$ cat src/rtl/lic_irq_ctrl.sv
// ---------------------------------------------------------------------------
// lic_irq_ctrl
//
// Purpose
//   Interrupt request controller sitting between the local interrupt
//   controller (lic) and the core exception unit (excp). It samples the timer,
//   software and external interrupt levels into the mip pending register. It
//   gates the pending bits with mie / mstatus.MIE and picks one source by fixed
//   priority (external > software > timer). It then raises a registered request
//   with a stable mcause code until excp accepts it, and tracks handler
//   occupancy until mret.
//
// Parameters
//   EXT_SYNC_STAGES  flop stages on the asynchronous ext_irq input (2..3)
//   CNT_W            width of the saturating taken-interrupt counter
//
// Ports
//   clk              in   core clock
//   reset            in   asynchronous, active-high reset
//   lic_timer_irq    in   timer level (mtime >= mtimecmp) from lic
//   lic_soft_irq     in   software level (msip) from lic
//   ext_irq          in   asynchronous external level, unsynchronised
//   csr_mstatus_mie  in   global machine interrupt enable
//   csr_mie          in   {meie, mtie, msie}
//   excp_irq_ack     in   excp takes the request this cycle
//   excp_mret        in   mret retired this cycle
//   irq_req          out  registered request to excp
//   irq_cause        out  mcause code: 11 ext, 3 soft, 7 timer
//   irq_mip          out  {meip, mtip, msip} pending bits to csr
//   irq_active       out  handler in progress
//   irq_count        out  saturating count of acknowledged interrupts
// ---------------------------------------------------------------------------
module lic_irq_ctrl #(
    parameter int EXT_SYNC_STAGES = 2,
    parameter int CNT_W           = 8
) (
    input  logic             clk,
    input  logic             reset,
    input  logic             lic_timer_irq,
    input  logic             lic_soft_irq,
    input  logic             ext_irq,
    input  logic             csr_mstatus_mie,
    input  logic [2:0]       csr_mie,
    input  logic             excp_irq_ack,
    input  logic             excp_mret,
    output logic             irq_req,
    output logic [3:0]       irq_cause,
    output logic [2:0]       irq_mip,
    output logic             irq_active,
    output logic [CNT_W-1:0] irq_count
);

    // FSM encoding
    localparam logic [1:0] ST_IDLE    = 2'd0;
    localparam logic [1:0] ST_REQ     = 2'd1;
    localparam logic [1:0] ST_HANDLER = 2'd2;

    // mcause exception codes
    localparam logic [3:0] CAUSE_EXT   = 4'd11;
    localparam logic [3:0] CAUSE_SOFT  = 4'd3;
    localparam logic [3:0] CAUSE_TIMER = 4'd7;

    // mip / mie bit positions
    localparam int BIT_SOFT  = 0;
    localparam int BIT_TIMER = 1;
    localparam int BIT_EXT   = 2;

    localparam logic [CNT_W-1:0] CNT_MAX = {CNT_W{1'b1}};

    // ------------------------------------------------------------------
    // External interrupt synchroniser. Bit 0 samples the raw pin; the MSB
    // is the metastability-safe level that feeds the mip register.
    // ------------------------------------------------------------------
    logic [EXT_SYNC_STAGES-1:0] ext_sync_q;
    logic                       ext_sync;

    always_ff @(posedge clk or posedge reset) begin
        if (reset) begin
            ext_sync_q <= '0;
        end else begin
            ext_sync_q <= {ext_sync_q[EXT_SYNC_STAGES-2:0], ext_irq};
        end
    end

    assign ext_sync = ext_sync_q[EXT_SYNC_STAGES-1];

    // ------------------------------------------------------------------
    // Pending register. Samples every cycle regardless of enables or FSM
    // state so csr always sees the raw pending picture.
    // ------------------------------------------------------------------
    logic [2:0] mip_q;
    logic [2:0] mip_d;

    always_comb begin
        mip_d            = '0;
        mip_d[BIT_EXT]   = ext_sync;
        mip_d[BIT_TIMER] = lic_timer_irq;
        mip_d[BIT_SOFT]  = lic_soft_irq;
    end

    always_ff @(posedge clk or posedge reset) begin
        if (reset) begin
            mip_q <= '0;
        end else begin
            mip_q <= mip_d;
        end
    end

    // ------------------------------------------------------------------
    // Enable gating and priority selection (from the registered mip).
    // ------------------------------------------------------------------
    logic [2:0] pend;
    logic       take;
    logic [3:0] sel_cause;

    always_comb begin
        pend = mip_q & csr_mie;
        take = (|pend) & csr_mstatus_mie;
    end

    // Fixed priority: external, then software, then timer. When nothing
    // is pending the value is never used because take is low.
    always_comb begin
        sel_cause = CAUSE_TIMER;
        if (pend[BIT_EXT]) begin
            sel_cause = CAUSE_EXT;
        end else if (pend[BIT_SOFT]) begin
            sel_cause = CAUSE_SOFT;
        end else if (pend[BIT_TIMER]) begin
            sel_cause = CAUSE_TIMER;
        end
    end

    // ------------------------------------------------------------------
    // Request / handler FSM
    // ------------------------------------------------------------------
    logic [1:0]       state_q;
    logic [1:0]       state_d;
    logic [3:0]       cause_q;
    logic [3:0]       cause_d;
    logic [CNT_W-1:0] count_q;
    logic [CNT_W-1:0] count_d;
    logic             req_q;
    logic             req_d;
    logic             active_q;
    logic             active_d;

    always_comb begin
        state_d = state_q;
        cause_d = cause_q;
        count_d = count_q;

        case (state_q)
            ST_IDLE: begin
                // Stray acks are ignored here; the cause is latched only
                // when a request is actually launched.
                if (take) begin
                    state_d = ST_REQ;
                    cause_d = sel_cause;
                end
            end

            ST_REQ: begin
                // The cause stays frozen while requesting so excp never
                // sees it change under an outstanding request. An ack takes
                // precedence over a simultaneous loss of take.
                if (excp_irq_ack) begin
                    state_d = ST_HANDLER;
                    if (count_q != CNT_MAX) begin
                        count_d = count_q + CNT_W'(1);
                    end
                end else if (!take) begin
                    state_d = ST_IDLE;
                end
            end

            ST_HANDLER: begin
                // New pends only show up in mip; re-arbitration happens
                // from IDLE after mret, one cycle later.
                if (excp_mret) begin
                    state_d = ST_IDLE;
                end
            end

            default: begin
                state_d = ST_IDLE;
            end
        endcase
    end

    // Outputs are decoded from the next state so they are plain flops.
    always_comb begin
        req_d    = (state_d == ST_REQ);
        active_d = (state_d == ST_HANDLER);
    end

    always_ff @(posedge clk or posedge reset) begin
        if (reset) begin
            state_q  <= ST_IDLE;
            cause_q  <= '0;
            count_q  <= '0;
            req_q    <= 1'b0;
            active_q <= 1'b0;
        end else begin
            state_q  <= state_d;
            cause_q  <= cause_d;
            count_q  <= count_d;
            req_q    <= req_d;
            active_q <= active_d;
        end
    end

    assign irq_req    = req_q;
    assign irq_cause  = cause_q;
    assign irq_mip    = mip_q;
    assign irq_active = active_q;
    assign irq_count  = count_q;

endmodule

$ cat config.mk
export PLATFORM = sky130hd
export DESIGN_NAME = lic_irq_ctrl
export DESIGN_NICKNAME = d
export VERILOG_FILES = /design/src/rtl/lic_irq_ctrl.sv
export SDC_FILE = /design/constraint.sdc
export NUM_CORES = 1
export LEC_CHECK = 0
export BUFFER_PORTS_ARGS = -buffer_cell sky130_fd_sc_hd__buf_2
export CORE_MARGIN = 2
export CORE_UTILIZATION = 40
export DETAILED_ROUTE_END_ITERATION = 6
export PLACE_DENSITY = 0.66
export SLEW_MARGIN = 25
export SYNTH_ARGS = -nofsm -noshare
export SYNTH_HDL_FRONTEND = slang
export SYNTH_SLANG_ARGS = --single-unit
$ cat constraint.sdc
create_clock -name clk -period 1.5 [get_ports clk]
set_clock_uncertainty 0.05 [all_clocks]
set_input_delay 0.075 -clock clk [delete_from_list [all_inputs] [get_ports clk]]
set_output_delay 0.075 -clock clk [all_outputs]
set_load 0.005 [all_outputs]
* After elaboration in Yosys (flattened, before gate mapping) *
Cells that the tools add are included.

storage, ports and cells
  RAM bits = 0
  register bits after elaboration = 21
  bits in read-only memories = 0
  output and inout bits = 17
  bits in latches = 0
  memories kept = 0

operators by class
  multiplexer cells = 7
  divide/modulo/power cells = 0
  reduce and logical (&&, ||, !) cells = 4
  magnitude comparators = 0
  shift operators = 0
  $add $sub $neg = 1
  multipliers = 0
  bitwise operators = 2
  eq/ne operators = 5

operators with widths
  kind                                                 number
  adder 8 x 1 -> 8 bit, second input constant          1
  two-way mux 2 bit                                    4
  != test 8 bit, second input constant                 1
  one-hot mux 2 bit (3 select lines)                   1
  equality test 2 x 1 -> 1 bit, second input constant  2
  equality test 2 bit, second input constant           2
  two-way mux 4 bit                                    1
  AND 3 bit                                            1
  two-way mux 3 bit                                    1
  AND reduction 3 bit                                  1
  OR reduction 3 bit                                   1
  zero test 2 bit                                      1
  AND reduction 2 bit                                  1
  AND 1 bit                                            1

* Logic depth before layout (Yosys ltp) *
  word-level depth = 7
  depth in mapped cells = 5
  mapped depth without buffers = 5

* Least setup slack after synthesis *
OpenSTA, ideal clock, no wires.

  path kind = reg2reg
  start point = reg count_q[2], in the netlist irq_count[2]
  end point = reg count_q[1], in the netlist irq_count[1]
  data arrival time = 1.260 ns
  slack = 0.065 ns
  buffers on the path = 0
  library setup time = 0.125 ns
  clock period less this slack = 1.435 ns
  cell stages (with the launch flop) = 5
  cell sequence = dfrtp_1 > and4_1 > nand4_1 > nand2_1 > mux2_2

on the way
  longest elaborated chain between the ends = 2

ends and longest elaborated chain
  what                           line  source
  start, declared                141   logic [CNT_W-1:0] count_q;
  start signal, assigned         207   count_q <= count_d;
  != test 8 bit                  169   if (count_q != CNT_MAX) begin
  AND reduction 3 bit (no line)  n/a

No other way between the ends.
A chain may end at the register's enable or synchronous reset.

* Worst setup path in the final report *
  start point = reg state_q[1]
  end point = reg count_q[5], in the netlist irq_count[5]

on the way
  longest elaborated chain between the ends = 2

ends and longest elaborated chain
  what                           line  source
  start, declared                137   logic [1:0] state_q;
  start signal, assigned         205   state_q <= state_d;
  equality test 2 x 1 -> 1 bit   153   case (state_q)
  AND reduction 3 bit (no line)  n/a

No other way between the ends.

==> reports/qor.yml <==
final_antenna_net_count: 0
die_w_um: 49.3
p_leak_uw: 0.000603
fin_ws_ps: 36.4
drive_above_1_share_pct: 47.3
cp-start-kind: "register"
ys_seq_area_share_pct: 60.9
synth_top_area_share_pct: 60.9
met1Wirelength_um: 730
period_minus_slack_ps: 1460
grt_pass1_wl_um: 3060
dp_hpwl_um: 1240
grt_overflow: 0
drv_slew: 0
ys.flop_type: "dfrtp_1"
track_usage_pct: 16.8
route.met2.wl_um: 900
vias: 674
worstPathArrival_ps: 1620
synth-seq-cells: 20
postSynthCellCount: 64
yosysTopAreaCell: "dfrtp_1"
rows: 16
status: "complete, no violations"
insertion_delay_ps: 310
synth_edf_count: 0
syn_nets: 76
io_buffers: 27
hold_path_class: "in -> reg"
yosysWarnings: 0
setup_viol: 0
grt_antenna_before_repair: 0
synthMostInstantiatedCell: "dfrtp_1"
fmax_ghz: 0.683
synth_area_um2: 822
clk_pin_slew_worst_paths_ps: 110
viasPerCell: 4.92
drt_iter0_drc: 4
wl_per_cell_um: 12.8
worst_pin_slew_ps: 242
cts_tree: "built"
cts_sinks: 20
finalCritPeriodShare_pct: 97.6
synthArstFlopShare_pct: 100
powerDensity_nw_per_um2: 1320
syn_to_final_growth_pct: 46.3
cp_max_fo: 5
rsz0062_at_grt: "false"
synth_commonest_cells: "20 x dfrtp_1, 4 x nand2_1, 4 x nand3_1"
synthTopCellsByArea: "dfrtp_1 61%, mux2_2 2.7%, nand3_1 2.4%"
path_class: "reg -> reg"
dr.pass1.iters: 4
tns_ps: 0
slew_headroom_pct: 83.9
whs_path_depth: 3
dpl_worst_slack_ps: 37.2
start_util_pct: 42.3
cts_inserted_buffers: 3
io_pins: 28
rr_worst_depth: 4
clk_path_buf_depth: 2
peakVddDrop_mv: 0.758
dieHeight_um: 49.3
clockRootBuffer: "clkbuf_4"
nets: 123
crit_required_ps: 1660
wl_met3_um: 50
grt_max_degree: 21
dieArea_um2: 2430
avgSynthCellArea_um2: 12.8
routed_wl_um: 1750
hold_viol_final: 0
htree_levels: 1
synth.distinct_cells: 30
gp_congestion: 0.709
insertedDiodeCount: 0
drcViolationCount: 0
coreArea_um2: 1940
grt_pass1_vias: 683
routed.top_layer: "met4"
maxCapViolCount: 0
crit_path_end_kind: "register"
post_cts_buffers: 0
[worst paths after layout]
check / from / to / slack, ps
hold / removal: excp_mret / irq_active / 40
max in group asynchronous: reset / ext_sync_q[0] / 950
setup / recovery: state_q[1] / irq_count[5] / 40
min in group asynchronous: reset / irq_count[3] / 250
hold reg to reg: ext_sync_q[0] / ext_sync_q[1] / 310
setup reg to reg: state_q[1] / irq_count[5] / 40
[per-stage QoR]
step	hold WS [ps]	cells	instance area [µm²]	total power, µW	util, %
floorplan	-11.2	64	822	870	-
global placement	59.8	127	1060	1080	54.5
detailed placement	57.1	127	1060	1080	54.5
CTS	33.3	137	1170	1550	60.3
global route	43.5	137	1200	1670	61.9
finish	35.7	137	1200	1580	61.9
[metal layers]
layer | track usage [%] | vias up
met3 | 1.84 | 9
li1 | - | 328
met2 | 27.7 | 15
met5 | 0 | -
met4 | 11.4 | 0
met1 | 20.6 | 322
[worst max-delay path, stage by stage (launching register included)]
cell	delay [ps]
dfrtp_1	440
and3b_2	260
and3_4	210
nand4_4	100
mux2_4	300
[registers in the layout, summed over array words and instances, names as in the netlist]
register    count
irq_mip         3
irq_req         1
state_q         2
irq_count       8
irq_active      1
irq_cause       3
ext_sync_q      2
[placed cells by master, fill, tap and decap left out]
cell           count
a21boi_2           1
and3_4             1
and3b_2            1
a21oi_1            1
buf_4             10
o32ai_1            1
nand4_1            1
dlygate4sd3_1      6
xor2_1             1
a41oi_1            1
nand3_1            4
o21a_1             1
nand2_1            4
clkbuf_4           3
or2_2              1
buf_2             27
a22oi_1            1
and4_1             2
nor3_2             1
xnor2_1            2
mux2_2             2
mux2_4             1
and4b_2            1
dfrtp_1           20
inv_1              2
a211oi_1           2
nor2b_1            2
bufinv_16          1
nand2b_1           2
a31oi_1            2
ha_4               1
nor2_1             1
nand4_4            1
a21o_1             2
[cells by family (layout without fill, tap and decap cells)]
group	Yosys count	count (layout)	share of synthesized area (%)
adder cells (fa/ha/maj)	1	1	1.52
multiplexers	3	3	4.57
buffers and inverters	3	49	1.83
XOR/XNOR	3	3	3.20
flip-flops	20	20	60.9
AO/OA/AOI/OAI	12	12	10.7
AND/OR/NAND/NOR	22	22	17.4
[final cells by class]
| class | count | area (µm²) |
|---|---|---|
| flip-flops and latches | 20 | 500 |
| multi-input cells | 41 | 338 |
| repair buffers | 43 | 270 |
| well taps | 27 | 33.8 |
| inverters | 2 | 7.51 |
| clock buffers | 3 | 22.5 |
| clock inverters | 1 | 30.0 |
| fillers | 160 | 739 |
[power breakdown]
group | internal [µW] | switching (µW) | total (µW) | leakage [µW]
combinational | 240 | 195 | 435 | 0.000327
sequential | 629 | 65.9 | 695 | 0.000248
clock | 270 | 182 | 452 | 0.0000279
[repair_timing]
action / in CTS / in global routing
hold buffers: 6 / 0
endpoints found under the setup margin: 0 / 5
resized for setup: 0 / 6
endpoints found under the hold margin: 26 / 0
Power figures use the tool's default switching activity.
